===== src/rtl/layer_controller.sv =====
// layer_controller: drives a shared neuron unit across one dense layer,
// banking each (optionally ReLU'd) result and tracking the running argmax.
module layer_controller #(
    parameter int  OUT_SIZE  = 10,
    parameter int  WIDTH_OUT = 32,
    parameter int  RELU      = 1,
    localparam int IDX_W     = $clog2(OUT_SIZE)
) (
    input  logic                          clk,
    input  logic                          reset,
    input  logic                          layer_go,
    input  logic                          neuron_done,
    input  logic signed [WIDTH_OUT-1:0]   neuron_result,
    output logic                          neuron_go,
    output logic [IDX_W-1:0]              neuron_sel,
    output logic                          layer_busy,
    output logic                          layer_done,
    output logic [WIDTH_OUT*OUT_SIZE-1:0] layer_out,
    output logic [IDX_W-1:0]              max_index,
    output logic signed [WIDTH_OUT-1:0]   max_value
);

    typedef enum logic [2:0] {
        IDLE  = 3'd0,
        START = 3'd1,
        WAIT  = 3'd2,
        STORE = 3'd3,
        DONE  = 3'd4
    } state_e;

    localparam logic [IDX_W-1:0] LAST = IDX_W'(OUT_SIZE - 1);
    localparam logic signed [WIDTH_OUT-1:0] MOST_NEG =
        {1'b1, {(WIDTH_OUT-1){1'b0}}};

    state_e                      state_q, state_d;
    logic [IDX_W-1:0]            sel_q, sel_d;
    logic [IDX_W-1:0]            max_idx_q, max_idx_d;
    logic signed [WIDTH_OUT-1:0] max_val_q, max_val_d;
    logic signed [WIDTH_OUT-1:0] cap_val;
    logic signed [WIDTH_OUT-1:0] bank_q [OUT_SIZE];
    logic                        capture;

    assign capture = (state_q == WAIT) && neuron_done;
    assign cap_val = (RELU != 0 && neuron_result < 0) ? '0 : neuron_result;

    always_comb begin
        state_d   = IDLE;
        sel_d     = sel_q;
        max_idx_d = max_idx_q;
        max_val_d = max_val_q;
        case (state_q)
            IDLE: begin
                state_d = IDLE;
                if (layer_go) begin
                    state_d   = START;
                    sel_d     = '0;
                    max_idx_d = '0;
                    max_val_d = MOST_NEG;
                end
            end
            START: state_d = WAIT;
            WAIT: begin
                state_d = WAIT;
                if (neuron_done) begin
                    state_d = STORE;
                    // Strict compare keeps the lower index on ties
                    if (sel_q == '0 || cap_val > max_val_q) begin
                        max_idx_d = sel_q;
                        max_val_d = cap_val;
                    end
                end
            end
            STORE: begin
                if (sel_q == LAST) begin
                    state_d = DONE;
                end else begin
                    state_d = START;
                    sel_d   = sel_q + 1'b1;
                end
            end
            DONE: begin
                state_d = IDLE;
                sel_d   = '0;
            end
            default: state_d = IDLE;
        endcase
    end

    always_ff @(posedge clk or negedge reset) begin
        if (!reset) begin
            state_q   <= IDLE;
            sel_q     <= '0;
            max_idx_q <= '0;
            max_val_q <= '0;
            for (int k = 0; k < OUT_SIZE; k++) begin
                bank_q[k] <= '0;
            end
        end else begin
            state_q   <= state_d;
            sel_q     <= sel_d;
            max_idx_q <= max_idx_d;
            max_val_q <= max_val_d;
            if (capture) begin
                bank_q[sel_q] <= cap_val;
            end
        end
    end

    for (genvar k = 0; k < OUT_SIZE; k++) begin : g_out
        assign layer_out[(k+1)*WIDTH_OUT-1 -: WIDTH_OUT] = bank_q[k];
    end

    assign neuron_go  = (state_q == START);
    assign layer_done = (state_q == DONE);
    assign layer_busy = (state_q != IDLE);
    assign neuron_sel = sel_q;
    assign max_index  = max_idx_q;
    assign max_value  = max_val_q;

endmodule


===== config.mk =====
export PLATFORM = sky130hd
export DESIGN_NAME = layer_controller
export DESIGN_NICKNAME = d
export VERILOG_FILES = /design/src/rtl/layer_controller.sv
export SDC_FILE = /design/constraint.sdc
export NUM_CORES = 1
export LEC_CHECK = 0
export ABC_AREA = 0
export BUFFER_PORTS_ARGS = -buffer_cell sky130_fd_sc_hd__buf_2
export CAP_MARGIN = 15
export CELL_PAD_IN_SITES_DETAIL_PLACEMENT = 0
export CELL_PAD_IN_SITES_GLOBAL_PLACEMENT = 1
export CORE_ASPECT_RATIO = 0.6
export CORE_UTILIZATION = 39
export CTS_CLUSTER_SIZE = 10
export DETAILED_ROUTE_END_ITERATION = 8
export GPL_ROUTABILITY_DRIVEN = 0
export PLACE_DENSITY_LB_ADDON = 0.2
export SYNTH_ARGS = -nofsm -noshare
export SYNTH_HDL_FRONTEND = slang
export SYNTH_SLANG_ARGS = --single-unit

===== constraint.sdc =====
create_clock -name clk -period 2.4 [get_ports clk]
set_input_delay 0.48 -clock clk [delete_from_list [all_inputs] [get_ports clk]]
set_output_delay 0.48 -clock clk [all_outputs]
set_load 0.03 [all_outputs]

==> reports/qor.csv <==
metric;value;unit
drt_iter0_markers;658;
vdd_drop_max;0.601;mV
path_clk_slew;60;ps
outcome;complete, no violations;
syn2layout_area_growth;29.6;%
start_kind;flop;
cts_setup_buffers;0;
critPathArrivalTime;2690;ps
p_leak;0.00984;uW
final_cell_mix;buf_2 (386), nand2_1 (356), dfrtp_1 (353), o21ai_0 (303), inv_1 (61);
nets;1843;
wl;45.5;mm
die_y;149;um
crit_path_cell_trace;inv_1 > ha_1 > a21o_1 > a2111oi_2 > nand4_2 > nand2_4 > buf_12 > mux2i_1;
finalInstanceArea;18100;um2
dpl_cell_area;17000;um2
crit_required;2850;ps
grt_first_pass_wirelength;68.2;mm
syn_inst;1380;
cts_root_buffer;clkbuf_16;
vias;11000;
cts_buffer_depth;3;
grt_max_degree;63;
avgSynthCellArea;10.1;um2
h-tree-depth;2;
ios;399;
drt.antenna.violating_nets;0;
final_common_cell;buf_2;
wire_per_inst;20.3;um
dieArea;36600;um2
hold_viol_final;0;
critical_path.top_delay_family;compound AO/OA/AOI/OAI gates;
grt_overflow;0;
dp_hpwl;33.1;mm
dieWidth;246;um
maxCapViolations;0;
coreArea;35100;um2
synth-seq-cells;353;
yosysWarnings;0;
drive_gt1_share;30.8;%
viasPerCell;4.89;
start_util;39.7;%
antenna_found_initial;5;
clk_latency;540;ps
grt_pass1_vias;10600;
period_share;93.4;%
end_kind;flop;
fmax;0.446;GHz
worst_pin_slew;560;ps
drt_first_pass_iters;5;
crit_type;reg -> reg;
yosysSeqAreaShare;63.3;%
skew;8.68;ps
crit_fanout;17;
hold_path_class;in -> reg;
path_buf_inv;2;
cts.sinks;353;
period_minus_slack;2240;ps
cts_tree;done;
yosysUniqueCellTypes;45;
cpMaxStageDelayCell;a2111oi_2;
max_stage_delay;450;ps
fin_total_pwr;21800;uW
rsz0062_at_grt;false;
port-buffer-count;388;
powerDensity;1210;nW/um2
setup_viol;0;
slew-limit-headroom;62.7;%
netlist_area;14000;um2
grt_usage;24.9;%
slew_viol_final;0;
numCtsBuffers;41;
drc_errors;0;
rows;53;
-- cells in the mapped netlist --
cell type | count | area, um2
a2111oi_1 | 1 | 10.0
a211o_1 | 1 | 8.76
a211oi_1 | 1 | 7.51
a21o_1 | 1 | 7.51
a21oi_1 | 12 | 60.1
a221o_1 | 1 | 10.0
a221oi_1 | 1 | 8.76
a31oi_1 | 1 | 6.26
a32o_1 | 2 | 20.0
and2_1 | 2 | 12.5
and4_1 | 4 | 35.0
and4bb_1 | 1 | 12.5
buf_2 | 3 | 15.0
buf_4 | 10 | 75.1
buf_6 | 3 | 33.8
clkbuf_1 | 99 | 372
conb_1 | 1 | 3.75
dfrtp_1 | 353 | 8830
ha_1 | 34 | 425
inv_1 | 65 | 244
mux2i_1 | 33 | 330
nand2_1 | 363 | 1360
nand2_4 | 1 | 11.3
nand2b_1 | 32 | 200
nand2b_4 | 1 | 13.8
nand3_1 | 4 | 20.0
nand3b_1 | 3 | 22.5
nand4_1 | 2 | 12.5
nand4_2 | 1 | 12.5
nand4b_1 | 1 | 8.76
nand4bb_1 | 1 | 11.3
nor2_1 | 7 | 26.3
nor2b_1 | 2 | 12.5
nor3_1 | 3 | 15.0
nor3b_1 | 2 | 15.0
nor3b_2 | 2 | 25.0
nor4_1 | 1 | 6.26
o21ai_0 | 303 | 1520
o21ai_1 | 13 | 65.1
o21bai_1 | 1 | 7.51
o31ai_1 | 1 | 7.51
or2_2 | 1 | 6.26
or3_1 | 2 | 12.5
xnor2_1 | 2 | 17.5
xor2_1 | 2 | 17.5
-- power by group --
| group | internal (uW) | switching, uW | leakage (uW) |
|---|---|---|---|
| clock | 3150 | 2310 | 0.000543 |
| sequential | 7430 | 899 | 0.00480 |
| combinational | 2270 | 5750 | 0.00450 |
-- repair_timing --
item	in CTS	in global routing
setup endpoints to repair	0	35
endpoints found under the hold margin	44	0
hold buffers	1	0
resized for setup	0	5
-- per-layer routing --
layer  vias to the layer above  track usage [%]  wire [um]
met5                         -                0         27
met4                         4             4.91        665
met3                        56             6.62       3250
met2                       285             34.2      18500
met1                      5375             38.8      23000
li1                       5269                -          -
-- through the flow --
| stage | std cells | hold WS [ps] | utilization [%] | worst slack, ps | setup TNS (ps) |
|---|---|---|---|---|---|
| final | 2245 | 394 | 51.5 | 159 | 0 |
| after global routing | 2244 | 390 | 51.4 | 2.27 | 0 |
| after CTS | 2244 | 371 | 51.4 | 27.7 | 0 |
| after detailed placement | 2196 | 440 | 48.2 | -546 | -18250 |
| after global placement | 2196 | 436 | 48.2 | -475 | -16340 |
| after floorplan | 1389 | 184 | - | -85.2 | -2610 |
-- final cells by class --
type	count	area (um2)
Tap cell	467	584
Sequential cell	353	8830
Clock inverter	3	18.8
Timing Repair Buffer	456	2640
Inverter	65	246
Clock buffer	44	1080
Antenna cell	1	2.50
Multi-Input combinational cell	856	4680
Fill cell	3330	17100
-- cells by family (layout without fill, tap and decap cells) --
| kind of cell | after synthesis | after routing | synth area share, % |
|---|---|---|---|
| mux | 33 | 33 | 2.37 |
| xor+xnor | 4 | 4 | 0.251 |
| compound gates | 339 | 339 | 12.4 |
| flops | 353 | 353 | 63.3 |
| other cells | 1 | 11 | 0.0269 |
| buf+inv | 180 | 568 | 5.30 |
| simple gates | 436 | 436 | 13.3 |
| fa+ha+maj | 34 | 34 | 3.05 |
-- final timing paths --
check                      cells past startpoint  slack, ps      startpoint             end
max reg2reg                                    8        160   max_value[29]    max_value[2]
min reg2reg                                    2        470  layer_out[208]  layer_out[208]
max in group asynchronous                      3       1150           reset  layer_out[291]
min in group asynchronous                      2        470           reset  layer_out[132]
max                                            8        160   max_value[29]    max_value[2]
min                                            4        390        layer_go   neuron_sel[2]
-- tightest hold or removal path: cells and delay by family --
kind	cells	cell delay, ps
simple gates	3	290
buf+inv	1	110
-- sequential cells by signal, indices dropped and copies added (netlist names) --
signal / cells
max_index: 4
layer_out: 310
max_value: 32
state_q: 3
neuron_sel: 4
Power figures use the tool's default switching activity.
